==> config.mk <==
export PLATFORM = sky130hd
export DESIGN_NAME = keypad_scanner
export DESIGN_NICKNAME = d
export VERILOG_FILES = /design/src/rtl/keypad_pkg.sv /design/src/rtl/keypad_debounce.sv /design/src/rtl/keypad_scanner.sv
export SDC_FILE = /design/constraint.sdc
export NUM_CORES = 1
export LEC_CHECK = 0
export CAP_MARGIN = 30
export CORE_AREA = 4 4 110 112
export CTS_CLUSTER_DIAMETER = 50
export DETAILED_ROUTE_END_ITERATION = 10
export DIE_AREA = 0 0 114 116
export DONT_BUFFER_PORTS = 1
export GPL_TIMING_DRIVEN = 0
export PLACE_DENSITY = 0.41
export SLEW_MARGIN = 20
export SYNTH_ARGS = -nofsm -noshare
export SYNTH_HDL_FRONTEND = slang
export SYNTH_SLANG_ARGS = --single-unit
export TNS_END_PERCENT = 100
==> constraint.sdc <==
create_clock -name clk -period 11.74 [get_ports clk]
set_input_delay 3.522 -clock clk [delete_from_list [all_inputs] [get_ports clk]]
set_output_delay 3.522 -clock clk [all_outputs]
set_load 0.05 [all_outputs]
==> src/rtl/keypad_pkg.sv <==
// Shared types and keymap for the 4x4 hex keypad scanner.
package keypad_pkg;

    localparam int unsigned KP_ROWS = 4;
    localparam int unsigned KP_COLS = 4;
    localparam int unsigned CODE_W  = 4;

    typedef enum logic [1:0] {
        RES_NONE   = 2'd0,
        RES_SINGLE = 2'd1,
        RES_MULTI  = 2'd2
    } res_kind_e;

    typedef enum logic {
        ST_IDLE = 1'b0,
        ST_HELD = 1'b1
    } acc_state_e;

    typedef struct packed {
        res_kind_e         kind;
        logic [CODE_W-1:0] code;
    } scan_res_t;

    localparam logic [CODE_W-1:0] KEYMAP [KP_ROWS][KP_COLS] = '{
        '{4'h1, 4'h2, 4'h3, 4'hA},
        '{4'h4, 4'h5, 4'h6, 4'hB},
        '{4'h7, 4'h8, 4'h9, 4'hC},
        '{4'h0, 4'hF, 4'hE, 4'hD}
    };

    // Pressed-key matrix (bit r*4+c) to scan result; code is zero unless SINGLE.
    function automatic scan_res_t classify(input logic [KP_ROWS*KP_COLS-1:0] m);
        scan_res_t  res;
        logic [4:0] n;
        n        = '0;
        res.code = '0;
        for (int r = 0; r < KP_ROWS; r++) begin
            for (int c = 0; c < KP_COLS; c++) begin
                if (m[4'(r*KP_COLS + c)]) begin
                    n        = n + 5'd1;
                    res.code = KEYMAP[2'(r)][2'(c)];
                end
            end
        end
        if (n == 5'd0) begin
            res.kind = RES_NONE;
        end else if (n == 5'd1) begin
            res.kind = RES_SINGLE;
        end else begin
            res.kind = RES_MULTI;
        end
        if (res.kind != RES_SINGLE) begin
            res.code = '0;
        end
        return res;
    endfunction

endpackage

==> src/rtl/keypad_debounce.sv <==
// Scan-result debouncer and key accept FSM; produces the registered key outputs.
module keypad_debounce
    import keypad_pkg::*;
#(
    parameter int unsigned DEBOUNCE_SCANS = 10
) (
    input  logic              clk,
    input  logic              rst_n,
    input  logic              i_scan_done,
    input  scan_res_t         i_res,
    output logic [CODE_W-1:0] o_key_code,
    output logic              o_key_valid,
    output logic              o_key_held
);

    localparam int unsigned CNT_W = $clog2(DEBOUNCE_SCANS + 1);
    localparam logic [CNT_W-1:0] CNT_MAX = CNT_W'(DEBOUNCE_SCANS);

    scan_res_t         r_prev;
    logic [CNT_W-1:0]  r_cnt;
    acc_state_e        r_state;
    logic [CODE_W-1:0] r_key_code;
    logic              r_key_valid;
    logic              r_key_held;

    logic [CNT_W-1:0]  w_cnt_next;
    logic              w_stable;
    acc_state_e        w_state_next;
    logic [CODE_W-1:0] w_code_next;
    logic              w_valid_next;
    logic              w_held_next;

    // Run length of identical scan results, saturating at the threshold.
    always_comb begin
        w_cnt_next = CNT_W'(1);
        if (i_res == r_prev) begin
            w_cnt_next = (r_cnt == CNT_MAX) ? r_cnt : r_cnt + CNT_W'(1);
        end
        w_stable = (w_cnt_next == CNT_MAX);
    end

    always_ff @(posedge clk or negedge rst_n) begin
        if (!rst_n) begin
            r_prev <= '{kind: RES_NONE, code: '0};
            r_cnt  <= '0;
        end else if (i_scan_done) begin
            r_prev <= i_res;
            r_cnt  <= w_cnt_next;
        end
    end

    always_ff @(posedge clk or negedge rst_n) begin
        if (!rst_n) begin
            r_state     <= ST_IDLE;
            r_key_code  <= '0;
            r_key_valid <= 1'b0;
            r_key_held  <= 1'b0;
        end else begin
            r_state     <= w_state_next;
            r_key_code  <= w_code_next;
            r_key_valid <= w_valid_next;
            r_key_held  <= w_held_next;
        end
    end

    // In HELD, r_key_code is the accepted key, so a different SINGLE is a roll-over.
    always_comb begin
        w_state_next = r_state;
        w_code_next  = r_key_code;
        w_valid_next = 1'b0;
        w_held_next  = r_key_held;
        if (i_scan_done && w_stable) begin
            case (r_state)
                ST_IDLE: begin
                    if (i_res.kind == RES_SINGLE) begin
                        w_state_next = ST_HELD;
                        w_code_next  = i_res.code;
                        w_valid_next = 1'b1;
                        w_held_next  = 1'b1;
                    end
                end
                ST_HELD: begin
                    if (i_res.kind == RES_SINGLE && i_res.code != r_key_code) begin
                        w_code_next  = i_res.code;
                        w_valid_next = 1'b1;
                    end else if (i_res.kind == RES_NONE) begin
                        w_state_next = ST_IDLE;
                        w_held_next  = 1'b0;
                    end
                end
                default: w_state_next = ST_IDLE;
            endcase
        end
    end

    assign o_key_code  = r_key_code;
    assign o_key_valid = r_key_valid;
    assign o_key_held  = r_key_held;

endmodule

==> src/rtl/keypad_scanner.sv <==
// 4x4 active-low matrix keypad scanner: column drive, row sampling and debounced key output.
module keypad_scanner
    import keypad_pkg::*;
#(
    parameter int unsigned SCAN_DIV       = 100000,
    parameter int unsigned DEBOUNCE_SCANS = 10
) (
    input  logic                  clk,
    input  logic                  rst_n,
    input  logic [KP_ROWS-1:0]    row_n,
    output logic [KP_COLS-1:0]    col_n,
    output logic [CODE_W-1:0]     key_code,
    output logic                  key_valid,
    output logic                  key_held
);

    localparam int unsigned DWELL_W = $clog2(SCAN_DIV);
    localparam logic [DWELL_W-1:0] DWELL_LAST = DWELL_W'(SCAN_DIV - 1);

    logic [KP_ROWS-1:0]            r_row_s1;
    logic [KP_ROWS-1:0]            r_row_s2;
    logic [DWELL_W-1:0]            r_dwell;
    logic [1:0]                    r_col;
    logic [KP_COLS-1:0]            r_col_n;
    logic [2:0][KP_ROWS-1:0]       r_samp;

    logic                          w_last_dwell;
    logic                          w_scan_done;
    logic [1:0]                    w_col_next;
    logic [KP_ROWS-1:0]            w_pressed;
    logic [KP_ROWS*KP_COLS-1:0]    w_matrix;
    scan_res_t                     w_res;

    assign w_last_dwell = (r_dwell == DWELL_LAST);
    assign w_scan_done  = w_last_dwell && (r_col == 2'd3);
    assign w_col_next   = r_col + 2'd1;
    assign w_pressed    = ~r_row_s2;

    always_ff @(posedge clk or negedge rst_n) begin
        if (!rst_n) begin
            r_row_s1 <= '0;
            r_row_s2 <= '0;
        end else begin
            r_row_s1 <= row_n;
            r_row_s2 <= r_row_s1;
        end
    end

    // Column 3 is not stored: its sample goes straight into the scan result.
    always_ff @(posedge clk or negedge rst_n) begin
        if (!rst_n) begin
            r_dwell <= '0;
            r_col   <= '0;
            r_col_n <= 4'b1110;
            r_samp  <= '0;
        end else if (w_last_dwell) begin
            r_dwell <= '0;
            r_col   <= w_col_next;
            r_col_n <= ~(4'b0001 << w_col_next);
            case (r_col)
                2'd0:    r_samp[0] <= w_pressed;
                2'd1:    r_samp[1] <= w_pressed;
                2'd2:    r_samp[2] <= w_pressed;
                default: ;
            endcase
        end else begin
            r_dwell <= r_dwell + DWELL_W'(1);
        end
    end

    always_comb begin
        w_matrix = '0;
        for (int r = 0; r < KP_ROWS; r++) begin
            for (int c = 0; c < 3; c++) begin
                w_matrix[4'(r*KP_COLS + c)] = r_samp[2'(c)][2'(r)];
            end
            w_matrix[4'(r*KP_COLS + 3)] = w_pressed[2'(r)];
        end
        w_res = classify(w_matrix);
    end

    keypad_debounce #(
        .DEBOUNCE_SCANS (DEBOUNCE_SCANS)
    ) u_debounce (
        .clk         (clk),
        .rst_n       (rst_n),
        .i_scan_done (w_scan_done),
        .i_res       (w_res),
        .o_key_code  (key_code),
        .o_key_valid (key_valid),
        .o_key_held  (key_held)
    );

    assign col_n = r_col_n;

endmodule
Word-level counts from Yosys, hierarchy flattened
Index checks and enable logic that the tools add are counted.
- add/sub/neg operators: 8
- equality and inequality tests: 14
- shifts and indexed selects: 1
- multiplexer cells: 32
- bitwise logic cells: 3
- reductions and logical operators: 10
- operators with widths (cell ; number):
    $mux 4 ; 9
    $add 5x1->5 const B ; 4
    $mux 5 ; 4
    $add 17x1->17 const B ; 1
    $eq 17x17->1 const B ; 1
    $mux 17 ; 1
    $mux 1 ; 10
    $eq 4x4->1 const B ; 2
    $mux 2 ; 4
    $pmux 4 s2 ; 1
    $eq 6x6->1 ; 1
    $ne 2x2->1 const B ; 3
    $pmux 1 s2 ; 3
    $eq 5x1->1 const B ; 1
    $logic_not 5->1 ; 1
    $add 4x1->4 const B ; 1
    $eq 2x1->1 const B ; 2
    $logic_not 2->1 ; 2
    $ne 2x1->1 const B ; 2
    $ne 4x4->1 ; 1
    $not 4->4 ; 1
    $reduce_and 2->1 ; 2
    $reduce_and 4->1 ; 1
    $shl 1x2->4 const A ; 1
    other kinds (7) ; 9
- flip-flop bits (word level): 48
- bits of input ports: 6
- output and inout bits: 10
- logic and storage cells: 82

Logic depth before layout (Yosys ltp)
Gate-level depths: netlist of the first run.
- depth in word-level cells: 21
- gate-level depth with buffers: 23
- gate-level depth less buffers: 20

By module
Synthesis of the first run repeated with hierarchy kept, for this count alone.
- cells, all modules: 251
- area, all modules: 2678.8 µm²
- modules (own cells, without submodules) (module ; instances ; cells each ; area each (µm²) ; seq. area each (µm²)):
    keypad_scanner ; 1 ; 170 ; 1740.4 ; 779.5
    keypad_debounce ; 1 ; 81 ; 938.4 ; 425.4

Least setup slack after synthesis of the first run
No wires, ideal clock.
- path type: reg2reg
- start: reg r_samp[4] (netlist bit)
- end: reg u_debounce.r_key_code[0], in the netlist u_debounce.o_key_code[0]
- setup time: 0.125 ns
- data arrival time: 4.682 ns
- data required time: 11.615 ns
- setup slack: 6.933 ns
- cell stages (with the launch flop): 23
- buffers on the path: 3
- clock period less this slack: 4.807 ns
- path through: dfrtp_1 > clkbuf_1 > inv_1 > ha_1 > xor2_2 > inv_1 > ha_1 > nand2_1 > o21ai_0 > ha_1 > nand2_1 > o211ai_1 > ha_1 > nor3b_1 > o2111ai_1 > o311a_1 > or3_1 > buf_2 > a2bb2oi_1 > a221o_1 > buf_6 > or4_4 > mux2_4
- word-level cells in the longest chain between the ends: 19
- elaborated cells on any way between the ends: 33
- those cells by class: add/sub (4); eq/ne (8); mux (17); reduce/logical (4)
- RTL lines (element ; RTL line ; text):
    start: declaration ; keypad_scanner.sv:25 ; logic [2:0][KP_ROWS-1:0] r_samp;
    $mux 2 ; keypad_pkg.sv:39 ; if (m[4'(r*KP_COLS + c)]) begin
    $add 5x1->5 ; keypad_pkg.sv:40 ; n = n + 5'd1;
    $mux 5 ; keypad_pkg.sv:39 ;
    $add 5x1->5 ; keypad_pkg.sv:40 ;
    $mux 5 ; keypad_pkg.sv:39 ;
    $add 5x1->5 ; keypad_pkg.sv:40 ;
    $mux 5 ; keypad_pkg.sv:39 ;
    $add 5x1->5 ; keypad_pkg.sv:40 ;
    [... 3 more ...] ; n/a ;
    $mux 2 ; keypad_pkg.sv:45 ; if (n == 5'd0) begin
    $ne 2x1->1 ; keypad_pkg.sv:52 ; if (res.kind != RES_SINGLE) begin
    $mux 4 ; keypad_pkg.sv:52 ;
    $eq 6x6->1 ; keypad_debounce.sv:36 ; if (i_res == r_prev) begin
    $mux 4 ; keypad_debounce.sv:36 ;
    $eq 4x4->1 ; keypad_debounce.sv:39 ; w_stable = (w_cnt_next == CNT_MAX);
    $logic_and 1x1->1 ; keypad_debounce.sv:72 ; if (i_scan_done && w_stable) begin
    $reduce_and 3->1 (no source line) ; n/a ;
    end signal: assignment ; keypad_debounce.sv:60 ; r_key_code <= w_code_next;
    end: declaration ; keypad_debounce.sv:22 ; logic [CODE_W-1:0] r_key_code;
Several ways; a longest one is shown, not always the timed one. The select of a mux whose other input is x is not followed.
A chain may end at the register's enable or synchronous reset.

Worst setup path in the final report of the first run
- start: reg r_samp[4] (netlist bit)
- end: reg u_debounce.r_key_code[1], in the netlist u_debounce.o_key_code[1]
The elaborated chain is that of the path after synthesis.

==> flow_summary_export.csv, run 1 <==
group,metric,value,unit
floorplanning,coreArea,0.0112,mm2
detailed_routing,routed_wl,5700,um
yosys,ys.flop_type,"dfrtp_1",
yosys,synth_top_cell_by_area,"dfrtp_1",
timing,fin_ws,6.40,ns
clock_tree,path_clk_slew,0.07,ns
final_layout,fin_util,27.3,%
timing,timing.slew.headroom,61.1,%
pwr,pwr-share-comb,4.8,%
yosys,ys_ff_latch,46,
global_routing,grt_use_total,9.30,%
timing,fmax,0.187,GHz
final_layout,fin_nets,308,
critical_path,reg2reg_to,"u_debounce.o_key_code[1]",
yosys,async_flop_share,100,%
floorplanning,fp.dieW,114,um
run_status,status,"finished, final reports clean",
pwr,p_switching,0.0718,mW
final_layout,design_area,0.00306,mm2
clock_tree,cts-root-buf,"clkbuf_16",
yosys,synth_edf_count,0,
detailed_routing,routedWlPerCell,13.2,um
final_layout,diodes,0,
yosys,synth.avg_cell_area,9.74,um2
pwr,p_int,0.244,mW
yosys,ys_types,65,
floorplanning,die_h,116,um
placed_design,dp_slack,6.35,ns
detailed_routing,ant_nets,0,
detailed_routing,drtPass1Iterations,4,
global_routing,grt_max_degree,47,
pwr,p_seq_share,50.5,%
placed_design,place_area,0.00292,mm2
timing,rsz0062_at_grt,"no",
timing,maxSlewViolCount,0,
clock_tree,cts.sinks,46,
clock_tree,cts_resized,0,
detailed_routing,drc_errors,0,
critical_path,worst_ep_arrival_time,5.52,ns
pwr,power.share.clock,44.7,%
critical_path,worstSetupPathType,"reg -> reg",
pwr,peakVddDrop,0.0509,mV
timing,post-route-period-util,45.5,%
placed_design,port_buffers,0,
min_path,holdPathStages,0,
clock_tree,cts_buffers,5,
critical_path,rr_startpoint,"r_samp[4]",
final_layout,drive_above_1_share,10.7,%
global_routing,grt_pass1_vias,1968,
yosys,synthTopCellsByArea,"dfrtp_1, ha_1, nand2_1",
clock_tree,cts-htree-levels,2,
placed_design,dp_cells,424,
placed_design,place_hpwl,4150,um
timing,finalSetupViolCount,0,
timing,hold_viol_final,0,
min_path,hold_class,"reg -> reg",
pwr,leakage,1.31,nW
clock_tree,cts.path.max_buffers,2,
timing,clock_skew,0.00520,ns
floorplanning,top_level_ports,16,
timing,fin_setup_tns,0,ns
yosys,syn_nets,301,
final_layout,area_growth,11.9,%
clock_tree,ctsHoldBuffers,0,
floorplanning,initial_core_util,24.4,%
detailed_routing,vias,1988,
flow_run,maxCapViolCount,0,
global_routing,antenna_found_initial,0,
floorplanning,rows,39,
floorplanning,die-area,0.0132,mm2
critical_path,worst_setup_path_end_kind,"flip-flop",
critical_path,crit_required,11.92,ns
placed_design,place.gp.congestion,0.738,
pwr,powerDensity,103,mW/mm2
detailed_routing,viasPerCell,4.60,
critical_path,rrSetupSlack,6.40,ns
critical_path,cp-start-kind,"flip-flop",
clock_tree,cts_tree,"yes",
clock_tree,insertion_delay,0.29,ns
clock_tree,post-cts-setup-buffers,0,
critical_path,reg2reg_depth,22,
pwr,p_sw_share,22.8,%
yosys,synth_top_area_share,39.3,%
min_path,min_to,"r_row_s2[1]",
yosys,netlist_area,0.00274,mm2
yosys,ys_seq_area_share,42.2,%
timing,fin_hold_ws,0.349,ns
timing,tightest_slew,0.584,ns
min_path,hp-start,"r_row_s1[1]",
yosys,synthCells,281,
timing,period_minus_slack,5.34,ns
global_routing,grt_pass1_wl,9900,um
critical_path,cp_max_fo,10,
detailed_routing,drt_iter0_markers,53,
global_routing,overflow,0,
final_layout,fin_cells,432,
yosys,yosysWarnings,0,
pwr,total_power,0.316,mW
## per-layer routing
layer / wire [um] / part of all wire [%] / up-vias / GRT usage [%]
li1: - / - / 1012 / -
met1: 2830 / 50 / 961 / 12.2
met2: 2690 / 47 / 8 / 15.1
met3: 88 / 1.5 / 7 / 1.88
met4: 94 / 1.6 / 0 / 3.56
met5: 0 / 0 / - / 0
## worst max-delay path, stage by stage (launching register included)
cell and delay, ns:
dfrtp_1 0.34, clkbuf_1 0.29, inv_1 0.11, ha_1 0.38, xor2_2 0.26, inv_1 0.16
ha_1 0.38, nand2_1 0.09, o21ai_0 0.08, ha_1 0.28, nand2_1 0.10, o211ai_1 0.12
ha_1 0.24, nor3b_1 0.22, o2111ai_1 0.13, o311a_1 0.14, or3_1 0.30, buf_2 0.17
a2bb2oi_1 0.13, a221o_1 0.27, buf_6 0.15, or4_4 0.55, mux2_4 0.31
## synthesized netlist by cell type, types with 2 or more instances
cell       number
buf_6           2
clkbuf_1        5
a21oi_1        11
nor3_1          4
buf_2           3
nand3_1        10
o2111ai_1       2
inv_1          11
mux2_4          3
and3_1          7
dfstp_2         3
dfrtp_1        43
or3_1           4
a211oi_1        2
nor2_1         27
and2_1          2
xor2_1         12
a31o_2          2
o21ai_0        12
o211ai_1        2
nand2b_1        3
a21boi_0        2
xnor2_1        11
nand2_1        28
o31ai_1         8
and4_1          2
mux2i_1         2
or4_1           3
nand4_1         3
nand3b_1        3
or2_1           2
ha_1           14
## power by group through the flow
| stage | combinational (mW) | sequential, mW | clock, mW |
|---|---|---|---|
| after floorplan | 0.0120 | 0.162 | 0 |
| final | 0.0151 | 0.160 | 0.141 |
| after CTS | 0.0152 | 0.160 | 0.147 |
| after global placement | 0.0151 | 0.163 | 0 |
| after detailed placement | 0.0152 | 0.163 | 0 |
| after global routing | 0.0169 | 0.159 | 0.153 |
## state kept, by name, summed over array words and instances, names as in the netlist, named ones only
signal,cells
col_n,4
r_col,2
r_dwell,17
r_row_s1,2
r_row_s2,2
r_samp,4
u_debounce.o_key_code,3
u_debounce.o_key_held,1
u_debounce.o_key_valid,1
u_debounce.r_cnt,4
u_debounce.r_prev,5
## worst max path at each step
stage / endpoint / depth (start not counted) / slack [ns] / startpoint
global route: u_debounce.o_key_code[1] / 22 / 5.97 / r_samp[4]
finish: u_debounce.o_key_code[1] / 22 / 6.40 / r_samp[4]
floorplan: u_debounce.o_key_code[0] / 22 / 6.93 / r_samp[4]
detailed placement: u_debounce.o_key_code[1] / 22 / 6.35 / r_samp[4]
CTS: u_debounce.o_key_code[1] / 22 / 6.33 / r_samp[4]
global placement: u_debounce.o_key_code[0] / 22 / 6.36 / r_samp[4]
## cell usage in the layout, fill, tap and decap left out, drive strengths merged, types with 2 or more instances in the layout
cell and instances:
or2 3, ha 14, xnor2 11, nand4 3, mux2i 2, buf 7
and4 2, nor2 27, or3 4, clkinv 2, xor2 13, or4 4
nand2b 5, inv 11, o21ai 13, clkbuf 10, mux2 4, a21oi 11
and3 7, nand2 28, a31o 2, nand3 10, o211ai 2, nand3b 3
o31ai 8, a211oi 2, a21boi 2, dfrtp 43, nor3 4, dfstp 3
o2111ai 2, and2 2
## layout make-up
type                    instances  area, um2
plain buffers                  12       67.6
clock buffers                   5        125
clock inverters                 3       21.3
fillers                      1206       8160
inverters                      11       41.3
multi-input cells             212       1470
flip-flops and latches         46       1150
well taps                     143        179
## cell families after synthesis
family                     Yosys count  share of synthesized area [%]
and+or+nand+nor                    110                           21.1
AOI/OAI and AO/OA                   55                           13.7
DFF                                 46                           42.2
xor gates and xnor gates            25                           8.82
buffers and inverters               23                           3.98
adders and majority gates           14                           6.40
muxes                                7                           3.75
other                                1                          0.137
Note: power is estimated with default switching activity, not from simulation.
==> run 2, diff against run 1 <==
--- a/config.mk
+++ b/config.mk
@@ -12,7 +12,7 @@
 export DIE_AREA = 0 0 114 116
 export DONT_BUFFER_PORTS = 1
 export GPL_TIMING_DRIVEN = 0
-export PLACE_DENSITY = 0.41
+export PLACE_DENSITY = 0.42
 export SLEW_MARGIN = 20
 export SYNTH_ARGS = -nofsm -noshare
 export SYNTH_HDL_FRONTEND = slang
==> constraint.sdc (replaced) <==
create_clock -name clk -period 4.4 [get_ports clk]
set_input_delay 1.32 -clock clk [delete_from_list [all_inputs] [get_ports clk]]
set_output_delay 1.32 -clock clk [all_outputs]
set_load 0.05 [all_outputs]
==> run 2 against run 1 <==
Register-to-register slack worse by 6.3 ns; core utilization is 2.3 points higher; sequential share of layout area decreased by 2.9 points; clock skew increased by 0.0020 ns; combinational power rose to 4.2 times the previous value; clock-buffer cell count stayed put; worst hold slack improved by 0.00099 ns; routed wire length is 5.3% higher; via count grew 4.8%; critical path depth shrank 2; design area rose by 8.4%; critical endpoint is now u_debounce.o_key_code[0].
==> flow_summary_export.csv, run 2 (same netlist as run 1, synthesis figures left out) <==
group,metric,value,unit
critical_path,cp_slowest_cell,"or4_4",
critical_path,crit_path_cell_trace,"clkbuf_8 > inv_6 > ha_4 > xor2_4 > inv_4 > ha_4 > nand2_2 > o21ai_2 > ha_1 > nand2_2 > o211ai_1 > ha_2 > nor3b_2 > o2111ai_1 > o311a_1 > or3_4 > buf_6 > or2_4 > or4_4 > mux2_4",
clock_tree,path_clk_slew,0.07,ns
final_layout,reg_top3,"r_dwell (17), u_debounce.r_prev (5)",
floorplanning,rows,39,
detailed_routing,viasPerCell,4.65,
floorplanning,top_level_ports,16,
timing,finalSetupViolCount,0,
floorplanning,coreArea,0.0112,mm2
global_routing,grt_use_total,9.66,%
global_routing,overflow,0,
detailed_routing,ant_nets,0,
placed_design,port_buffers,0,
pwr,peakVddDrop,0.148,mV
timing,post-route-period-util,96.9,%
clock_tree,insertion_delay,0.29,ns
detailed_routing,vias,2083,
clock_tree,cts.sinks,46,
clock_tree,cts_tree,"yes",
critical_path,worstSetupPathType,"reg -> reg",
final_layout,area_growth,21.3,%
final_layout,top_register,"r_dwell",
detailed_routing,drc_errors,0,
detailed_routing,routedWlPerCell,13.4,um
critical_path,crit_required,4.58,ns
min_path,hold_class,"reg -> reg",
floorplanning,die-area,0.0132,mm2
final_layout,largest_register_ffs,17,
clock_tree,cts_buffers,5,
timing,tightest_slew,0.567,ns
critical_path,cp-start-kind,"flip-flop",
final_layout,fin_cells,448,
timing,fin_ws,0.135,ns
pwr,powerDensity,263,mW/mm2
floorplanning,initial_core_util,24.4,%
timing,period_minus_slack,4.26,ns
pwr,power.share.clock,43.9,%
clock_tree,cts.path.max_buffers,2,
detailed_routing,drt_iter0_markers,85,
critical_path,worst_ep_arrival_time,4.44,ns
timing,fmax,0.234,GHz
placed_design,dp_slack,-0.360,ns
timing,fin_hold_ws,0.350,ns
clock_tree,cts-htree-levels,2,
detailed_routing,routed_wl,6000,um
placed_design,place.gp.congestion,0.756,
critical_path,cp_max_fo,6,
final_layout,final_common_cell,"dfrtp_1",
global_routing,grt_pass1_vias,2048,
timing,timing.slew.headroom,61.9,%
clock_tree,cts-root-buf,"clkbuf_16",
final_layout,mostFrequentLayoutCells,"dfrtp_1, nor2_1, nand2_1",
final_layout,diodes,0,
placed_design,place_hpwl,4070,um
final_layout,nFillCells,1185,
pwr,p_sw_share,23.4,%
pwr,p_int,0.669,mW
final_layout,drive_above_1_share,21.6,%
global_routing,grt_max_degree,47,
timing,hold_viol_final,0,
detailed_routing,drtPass1Iterations,4,
critical_path,worst_setup_path_end_kind,"flip-flop",
placed_design,dp_cells,424,
floorplanning,fp.dieW,114,um
pwr,pwr-share-comb,7.3,%
critical_path,reg2reg_depth,20,
flow_run,maxCapViolCount,0,
clock_tree,ctsHoldBuffers,0,
final_layout,fin_nets,324,
timing,clock_skew,0.00719,ns
timing,rsz0062_at_grt,"yes",
pwr,p_seq_share,48.7,%
global_routing,antenna_found_initial,0,
min_path,holdPathStages,0,
global_routing,grt_pass1_wl,10200,um
pwr,total_power,0.873,mW
pwr,leakage,1.41,nW
pwr,p_switching,0.204,mW
run_status,status,"finished, final reports clean",
critical_path,slowest_delay,0.58,ns
timing,maxSlewViolCount,0,
floorplanning,die_h,116,um
final_layout,fin_util,29.6,%
[run 2: cell count changes in the layout (fill, tap and decap cells not counted), sizes merged]
cell	before	now
buf	7	24
clkinv	2	1
clkbuf	10	9
inv	11	12
[run 2: power groups by stage]
stage          logic, mW  registers [mW]  clock network [mW]
2_1_floorplan     0.0350           0.433                   0
3_3_place_gp      0.0435           0.434                   0
3_5_place_dp      0.0436           0.434                   0
4_1_cts           0.0552           0.426               0.402
5_1_grt           0.0686           0.426               0.415
6_report          0.0639           0.426               0.384
[run 2: metrics by stage]
step / TNS [ns] / cell area, um2
after floorplan: 0 / 2790
after global placement: -1.21 / 2970
after detailed placement: -1.11 / 2970
after CTS: -0.373 / 3240
after global routing: -0.113 / 3320
final: 0 / 3320
[run 2: worst paths after layout]
path | slack (ns) | to | from
setup / recovery | 0.14 | u_debounce.o_key_code[0] | r_samp[4]
hold / removal | 0.35 | r_row_s2[1] | r_row_s1[1]
setup reg to reg | 0.14 | u_debounce.o_key_code[0] | r_samp[4]
hold reg to reg | 0.35 | r_row_s2[1] | r_row_s1[1]
max in group asynchronous | 3.48 | col_n[3] | rst_n
min in group asynchronous | 0.72 | u_debounce.o_key_held | rst_n
[run 2: critical path, delay by kind of cell, from the launching register on]
family	cells	cell delay [ns]
AO/OA/AOI/OAI	4	0.40
XOR/XNOR	1	0.19
adder cells (fa/ha/maj)	4	1.02
buffers and inverters	4	0.37
flip-flops	1	0.35
multiplexers	1	0.31
AND/OR/NAND/NOR	6	1.50
[run 2: metal layers]
layer / share of wire, % / vias to the layer above / track usage [%]
met5: 0 / - / 0
met4: 0.77 / 0 / 3.33
met1: 49 / 1026 / 12.6
met2: 48 / 16 / 16.0
li1: - / 1036 / -
met3: 1.6 / 5 / 2.04
[run 2: cell type report]
type / count / area (um2) / share of cell area [%]
Clock inverter: 3 / 25.0 / 0.754
Timing Repair Buffer: 19 / 146 / 4.41
Multi-Input combinational cell: 212 / 1580 / 47.7
Sequential cell: 46 / 1150 / 34.8
Clock buffer: 5 / 125 / 3.77
Inverter: 11 / 48.8 / 1.47
Tap cell: 143 / 179 / 5.39
Buffer: 9 / 57.6 / 1.73
[run 2: what timing repair did]
item,in CTS,in global routing
gates resized for setup,10,11
hold endpoints to repair,0,0
buffers inserted,12,7
endpoints found under the setup margin,4,5
gates cloned,0,0
pin swaps,9,10
